## config.mk

```make
export PLATFORM = sky130hd
export DESIGN_NAME = mem_bus_arbiter
export DESIGN_NICKNAME = d
export VERILOG_FILES = /design/src/rtl/mem_bus_arbiter.sv
export SDC_FILE = /design/constraint.sdc
export NUM_CORES = 1
export LEC_CHECK = 0
export CAP_MARGIN = 10
export CELL_PAD_IN_SITES_DETAIL_PLACEMENT = 1
export CELL_PAD_IN_SITES_GLOBAL_PLACEMENT = 2
export CORE_MARGIN = 2
export CORE_UTILIZATION = 25
export DETAILED_ROUTE_END_ITERATION = 8
export PLACE_DENSITY = 0.86
export SLEW_MARGIN = 20
export SYNTH_ARGS = -nofsm -noshare
export SYNTH_HDL_FRONTEND = slang
export SYNTH_SLANG_ARGS = --single-unit
```

## constraint.sdc

```tcl
create_clock -name clk -period 5.9 [get_ports clk]
set_input_delay 1.18 -clock clk [delete_from_list [all_inputs] [get_ports clk]]
set_output_delay 1.18 -clock clk [all_outputs]
set_load 0.03 [all_outputs]
```

## src/rtl/mem_bus_arbiter.sv

```systemverilog
// Round-robin arbiter sharing one Avalon-style memory port between instruction
// fetch and load/store requesters; misaligned word accesses complete with err.
module mem_bus_arbiter #(
    parameter int ADDR_W = 32
) (
    input  logic              clk,
    input  logic              reset,
    input  logic              instr_req,
    input  logic [ADDR_W-1:0] instr_addr,
    output logic              instr_ready,
    output logic [31:0]       instr_rdata,
    output logic              instr_err,
    input  logic              data_req,
    input  logic              data_we,
    input  logic [ADDR_W-1:0] data_addr,
    input  logic [31:0]       data_wdata,
    input  logic [3:0]        data_be,
    output logic              data_ready,
    output logic [31:0]       data_rdata,
    output logic              data_err,
    output logic [ADDR_W-1:0] mem_address,
    output logic              mem_read,
    output logic              mem_write,
    output logic [31:0]       mem_writedata,
    output logic [3:0]        mem_byteenable,
    input  logic              mem_waitrequest,
    input  logic [31:0]       mem_readdata
);

    typedef enum logic [1:0] {
        S_IDLE,
        S_ISSUE,
        S_RDWAIT
    } state_e;

    typedef enum logic {
        OWN_INSTR = 1'b0,
        OWN_DATA  = 1'b1
    } owner_e;

    state_e            state_q, state_d;
    owner_e            owner_q, owner_d;
    owner_e            last_grant_q, last_grant_d;
    logic [ADDR_W-1:0] mem_address_q, mem_address_d;
    logic              mem_read_q, mem_read_d;
    logic              mem_write_q, mem_write_d;
    logic [31:0]       mem_writedata_q, mem_writedata_d;
    logic [3:0]        mem_byteenable_q, mem_byteenable_d;
    logic              instr_ready_q, instr_ready_d;
    logic              instr_err_q, instr_err_d;
    logic [31:0]       instr_rdata_q, instr_rdata_d;
    logic              data_ready_q, data_ready_d;
    logic              data_err_q, data_err_d;
    logic [31:0]       data_rdata_q, data_rdata_d;

    logic              instr_pend;
    logic              data_pend;
    logic              grant_data;
    logic [ADDR_W-1:0] grant_addr;

    // A req still high during its own ready pulse is the old transaction, not a new one.
    assign instr_pend = instr_req && !instr_ready_q;
    assign data_pend  = data_req && !data_ready_q;
    assign grant_data = data_pend && (!instr_pend || (last_grant_q == OWN_INSTR));
    assign grant_addr = grant_data ? data_addr : instr_addr;

    always_comb begin
        // NOTE: every next-state signal gets a default first, so no path infers a latch.
        state_d          = state_q;
        owner_d          = owner_q;
        last_grant_d     = last_grant_q;
        mem_address_d    = mem_address_q;
        mem_read_d       = mem_read_q;
        mem_write_d      = mem_write_q;
        mem_writedata_d  = mem_writedata_q;
        mem_byteenable_d = mem_byteenable_q;
        instr_ready_d    = 1'b0;
        instr_err_d      = 1'b0;
        instr_rdata_d    = instr_rdata_q;
        data_ready_d     = 1'b0;
        data_err_d       = 1'b0;
        data_rdata_d     = data_rdata_q;

        case (state_q)
            S_IDLE: begin
                if (instr_pend || data_pend) begin
                    last_grant_d = grant_data ? OWN_DATA : OWN_INSTR;
                    if (grant_addr[1:0] != 2'b00) begin
                        if (grant_data) begin
                            data_ready_d = 1'b1;
                            data_err_d   = 1'b1;
                            data_rdata_d = '0;
                        end else begin
                            instr_ready_d = 1'b1;
                            instr_err_d   = 1'b1;
                            instr_rdata_d = '0;
                        end
                    end else begin
                        state_d       = S_ISSUE;
                        owner_d       = grant_data ? OWN_DATA : OWN_INSTR;
                        mem_address_d = grant_addr;
                        if (grant_data) begin
                            mem_read_d       = !data_we;
                            mem_write_d      = data_we;
                            mem_byteenable_d = data_be;
                            mem_writedata_d  = data_wdata;
                        end else begin
                            mem_read_d       = 1'b1;
                            mem_write_d      = 1'b0;
                            mem_byteenable_d = 4'b1111;
                            mem_writedata_d  = '0;
                        end
                    end
                end
            end
            S_ISSUE: begin
                if (!mem_waitrequest) begin
                    mem_read_d  = 1'b0;
                    mem_write_d = 1'b0;
                    if (mem_write_q) begin
                        state_d      = S_IDLE;
                        data_ready_d = 1'b1;
                    end else begin
                        state_d = S_RDWAIT;
                    end
                end
            end
            S_RDWAIT: begin
                state_d = S_IDLE;
                if (owner_q == OWN_DATA) begin
                    data_rdata_d = mem_readdata;
                    data_ready_d = 1'b1;
                end else begin
                    instr_rdata_d = mem_readdata;
                    instr_ready_d = 1'b1;
                end
            end
            default: state_d = S_IDLE;
        endcase
    end

    // NOTE: sequential state uses non-blocking assignments only, so every register
    // samples pre-edge values regardless of statement order.
    always_ff @(posedge clk or posedge reset) begin
        if (reset) begin
            state_q          <= S_IDLE;
            owner_q          <= OWN_INSTR;
            last_grant_q     <= OWN_INSTR;
            mem_address_q    <= '0;
            mem_read_q       <= 1'b0;
            mem_write_q      <= 1'b0;
            mem_writedata_q  <= '0;
            mem_byteenable_q <= '0;
            instr_ready_q    <= 1'b0;
            instr_err_q      <= 1'b0;
            instr_rdata_q    <= '0;
            data_ready_q     <= 1'b0;
            data_err_q       <= 1'b0;
            data_rdata_q     <= '0;
        end else begin
            state_q          <= state_d;
            owner_q          <= owner_d;
            last_grant_q     <= last_grant_d;
            mem_address_q    <= mem_address_d;
            mem_read_q       <= mem_read_d;
            mem_write_q      <= mem_write_d;
            mem_writedata_q  <= mem_writedata_d;
            mem_byteenable_q <= mem_byteenable_d;
            instr_ready_q    <= instr_ready_d;
            instr_err_q      <= instr_err_d;
            instr_rdata_q    <= instr_rdata_d;
            data_ready_q     <= data_ready_d;
            data_err_q       <= data_err_d;
            data_rdata_q     <= data_rdata_d;
        end
    end

    assign instr_ready    = instr_ready_q;
    assign instr_err      = instr_err_q;
    assign instr_rdata    = instr_rdata_q;
    assign data_ready     = data_ready_q;
    assign data_err       = data_err_q;
    assign data_rdata     = data_rdata_q;
    assign mem_address    = mem_address_q;
    assign mem_read       = mem_read_q;
    assign mem_write      = mem_write_q;
    assign mem_writedata  = mem_writedata_q;
    assign mem_byteenable = mem_byteenable_q;

endmodule

```

-- After elaboration in Yosys (flattened, before gate mapping)
Cells that the tools add are included.
- flip-flop bits (word level): 142
- bits of input ports: 138
- output and inout port bits: 138
- word-level logic and storage cells: 86
- eq/ne operators: 10
- muxes and demuxes: 41
- bitwise operators: 2
- reductions and logical operators: 19
- operators by type and width (cell ; number):
    two-way mux 32 bit ; 10
    case mux 32 bit (2 select lines) ; 2
    two-way mux 1 bit ; 19
    != test 2 bit (second input constant) ; 8
    AND reduction 5 bit ; 2
    two-way mux 2 bit ; 4
    case mux 1 bit (2 select lines) ; 3
    AND reduction 3 bit ; 2
    nonzero test 2 bit ; 3
    zero test 1 bit ; 4
    two-way mux 4 bit ; 1
    case mux 2 bit (2 select lines) ; 1
    AND reduction 4 bit ; 1
    logical AND 1 bit ; 3
    case mux 1 bit (3 select lines) ; 1
    == test 2 x 1 -> 1 bit (second input constant) ; 1
    == test 2 bit (second input constant) ; 1
    zero test 2 bit ; 1
    logical OR 1 bit ; 2
    NOT 1 bit ; 2
    AND reduction 2 bit ; 1

-- Longest topological paths before layout
- depth after elaboration: 10
- gate-level depth with buffers: 7
- depth with buffers taken out: 4

-- Least setup slack after synthesis
OpenSTA, ideal clock, no wires.
- kind: input port to flip-flop
- start point: input port data_req
- end point: register mem_address_q[16] (netlist: mem_address[16])
- library setup time: 125 ps
- data arrival time: 2457 ps
- path slack: 3318 ps
- stages on the path: 6
- path buffers: 2
- cell sequence: or2b_2 -> nor2_4 -> buf_6 -> buf_12 -> mux2_4 -> mux2_2
- longest elaborated chain between the ends: 6
- elaborated cells on any way between the ends: 7
- those cells by class: mux: 1; bitwise: 1; reduce/logical: 5
- RTL lines (item ; RTL line ; RTL):
    from (decl) ; 13 ; input logic data_req,
    logical AND 1 bit * ; 63 ; assign data_pend = data_req && !data_ready_q;
    logical AND 1 bit ; 64 ; assign grant_data = data_pend && (!instr_pend || (last_grant_q == OWN_INSTR));
    two-way mux 32 bit ; 65 ; assign grant_addr = grant_data ? data_addr : instr_addr;
    nonzero test 2 bit ; 88 ; if (grant_addr[1:0] != 2'b00) begin
    NOT 1 bit (no source line) ; - ;
    AND reduction 3 bit (no source line) ; - ;
    to (signal assigned) ; 164 ; mem_address_q <= mem_address_d;
    to (decl) ; 44 ; logic [ADDR_W-1:0] mem_address_q, mem_address_d;
Every way passes the cells marked *; elsewhere a longest branch is shown, timed or not.
A chain may end at the register's enable or synchronous reset.

-- Worst setup path in the final report
- start point: input port data_req
- end point: register mem_address_q[15] (netlist: mem_address[15])
Same word-level chain as after synthesis.

==> metrics.md <==
| Metric | Value |
|---|---|
| Port Buf Inserts | `275` |
| Fin crit share | `58.2%` |
| Drt via density | `4.39` |
| CP Cell Sequence | `clkdlybuf4s50_1, nor2b_1, and3_1, o21a_4, buf_4, mux2_2` |
| Layout Nets | `920` |
| H-tree depth | `4` |
| Largest stage delay on the critical path | `0.58 ns` |
| Vias in the first global route | `between 5,000 and 6,000` |
| Main synth FF type | `dfrtp_1` |
| Core Rows | `57` |
| Hold path start | `mem_write` |
| Synthesis warning total | `0` |
| Outcome | `complete, no violations` |
| Die Height | `161 microns` |
| DRC | `0` |
| Worst R2R Setup Slack | `3.32 ns` |
| Static Leak | `4.04 nW` |
| Worst slew pin tran | `0.814 ns` |
| Hold crit path type | `flip-flop to flip-flop` |
| Initial DRC count | `124` |
| Area leader, netlist | `dfrtp_1` |
| R2r endpoint | `mem_address[15]` |
| Final slew viol count | `0` |
| Number of flops mapped to enable cells by yosys | `0` |
| R2R depth | `5` |
| Setup CP Type | `primary input to flip-flop` |
| Initial Utilization | `25.3%` |
| Antenna Nets Post-Route | `0` |
| Top-count cell post-synth | `dfrtp_1` |
| Post-synthesis async set-or-reset flop share | `100%` |
| Crit-path max FO | `38` |
| Area delta synth->final | `59.2%` |
| Buffer levels on the longest clock path | `2` |
| Clk_skew | `0.0112 ns` |
| Detail Placement HPWL | `~13,000 microns` |
| Overflow after GRT | `0` |
| Unique masters post-synth | `38` |
| I/O pin count | `276` |
| Reg clk slew, reported paths | `approximately 0.07 ns` |
| Number of cells produced by synthesis | `roughly 510` |
| Placed Cells | `1,086` |
| Worst Hold End | `state_q[1]` |
| Total core area | `24,200 sq um` |
| Max Cap Viol | `0` |
| Sequential element share of the synthesized area | `58.0%` |
| Worst r2r src | `data_ready` |
| Top cells by area, synth | `dfrtp_1 (58%), mux2_2 (9.2%), nand2_1 (5.9%)` |
| Largest net degree at the start of global routing | `between 100 and 150` |
| GPL Wtd Cong | `0.742` |
| CP delay by family, top | `buffers and inverters` |
| Buf/Inv on CP | `2` |
| Mapped Area | `6130 sq um` |
| Final setup viols | `0` |
| Clock root buffer master | `clkbuf_16` |
| FMAX | `0.291 GHz` |
| Average wire per standard cell | `17.6 microns` |
| Setup bufs post-CTS | `0` |
| Worst EP required | `6.20 ns` |
| Final min period | `3.44 ns` |
| Top-area cell type share of the netlist area | `58.0%` |
| Top post-synthesis cells by count | `dfrtp_1 (142), nand2_1 (97), mux2_2 (50)` |
| Cts hold-fix bufs | `0` |
| Later-pin clock latency in the skew report | `0.41 ns` |
| CP endpoint kind | `flip-flop` |
| Share of cells above drive strength 1 | `around 14%` |
| Syn_nets | `around 650` |
| CTS Buf Count | `17` |
| Die W | `between 150 and 200 microns` |
| Pwr dens | `550 nW/um^2` |
| CTS tree | `built` |
| Total global-route track usage | `roughly 15%` |
| First-pass GRT wire length | `31,100 microns` |
| Syn avg cell area | `12.0 sq um` |
| Setup_tns | `0 ns` |
| Drt total wl | `19,700 microns` |
| Hold WS | `about 0.5 ns` |
| Worst VDD drop | `0.247 mV` |
| 1st-pass router iterations | `4` |
| Non-filler instance count after layout | `1,120` |
| Max stage delay cell, worst path | `buf_4` |
| Vias | `4,914` |
| Unrepaired setup endpoints after global routing | `false` |
| Max_slew headroom | `~46%` |
| Hold Violations, Final | `0` |
| Initial antenna violation count | `1` |
| Crit start category | `primary input` |
| Hold Crit Depth | `1` |
| Worst Path Arrival | `3.74 ns` |
| Post-CTS resize count | `0` |
| Clk sinks | `142` |
| Die area | `25,800 sq um` |
| Flip-flop and latch count after synthesis | `142` |
==> flip-flops by register name, indices dropped and copies added, names as in the netlist <==
name and count:
instr_rdata 32, instr_err 1, mem_address 32, last_grant_q 1
instr_ready 1, data_err 1, mem_write 1, mem_byteenable 4
data_rdata 32, data_ready 1, owner_q 1, state_q 2
mem_read 1, mem_writedata 32
==> power breakdown <==
part	internal [mW]	switching, mW
clock	0.607	0.441
sequential	1.39	0.248
combinational	1.17	1.51
==> metal layers <==
layer	routed length, microns	global-route usage [%]	vias up
li1	-	-	2272
met1	8440	18.8	2435
met2	9300	25.3	189
met3	1730	6.10	18
met4	235	4.50	0
met5	0	0	-
==> cell families after synthesis <==
group / share of synthesized area (%)
AND/OR/NAND/NOR: 9.44
multiplexers: 17.7
buffers and inverters: 6.05
flip-flops: 58.0
AO/OA/AOI/OAI: 8.78
==> how the worst max path moves through the flow <==
stage                        start               to  slack, ns  depth (start not counted)
after CTS                 data_req  mem_address[23]       2.46                          6
after global placement    data_req  mem_address[14]       2.11                          6
after global routing      data_req  mem_address[16]       2.33                          6
final                     data_req  mem_address[15]       2.46                          6
after floorplan              reset         data_err       0.91                          1
after detailed placement  data_req  mem_address[23]       2.03                          6
==> cell usage in the layout (no fill, tap or decap), types with 2 or more instances in the layout <==
| cell | count |
|---|---|
| clkbuf_1 | 2 |
| clkinvlp_4 | 5 |
| mux2i_1 | 32 |
| inv_6 | 4 |
| mux2_1 | 2 |
| mux2_2 | 50 |
| clkbuf_8 | 2 |
| a22o_1 | 32 |
| o21ai_0 | 34 |
| or3_1 | 5 |
| clkdlybuf4s50_1 | 275 |
| a32o_1 | 2 |
| nor3_1 | 2 |
| mux2_4 | 12 |
| nor2_1 | 2 |
| clkbuf_16 | 17 |
| dfrtp_1 | 142 |
| nor3b_1 | 2 |
| buf_4 | 7 |
| nor2b_1 | 4 |
| inv_1 | 34 |
| nand2_1 | 97 |
| nand3_1 | 2 |
| a21oi_1 | 4 |
| nand3b_1 | 2 |
==> per-stage QoR <==
step | cell area [sq um] | utilization, % | power, mW | setup slack (ns)
floorplan | 6130 | - | 3.19 | 0.910
global placement | 9160 | 37.9 | 4.28 | 2.11
detailed placement | 9160 | 37.9 | 4.33 | 2.03
CTS | 9720 | 40.2 | 5.42 | 2.46
global route | 9750 | 40.3 | 5.66 | 2.33
finish | 9750 | 40.3 | 5.36 | 2.46
==> layout make-up <==
type                    count  area (sq um)
diodes                      1          2.50
clock buffers              21           460
clock inverters            11           108
fillers                  2603         14400
inverters                  35           136
multi-input cells         302          2230
flip-flops and latches    142          3550
well taps                 324           405
repair buffers            284          2850
(Power assumes the default switching activity.)
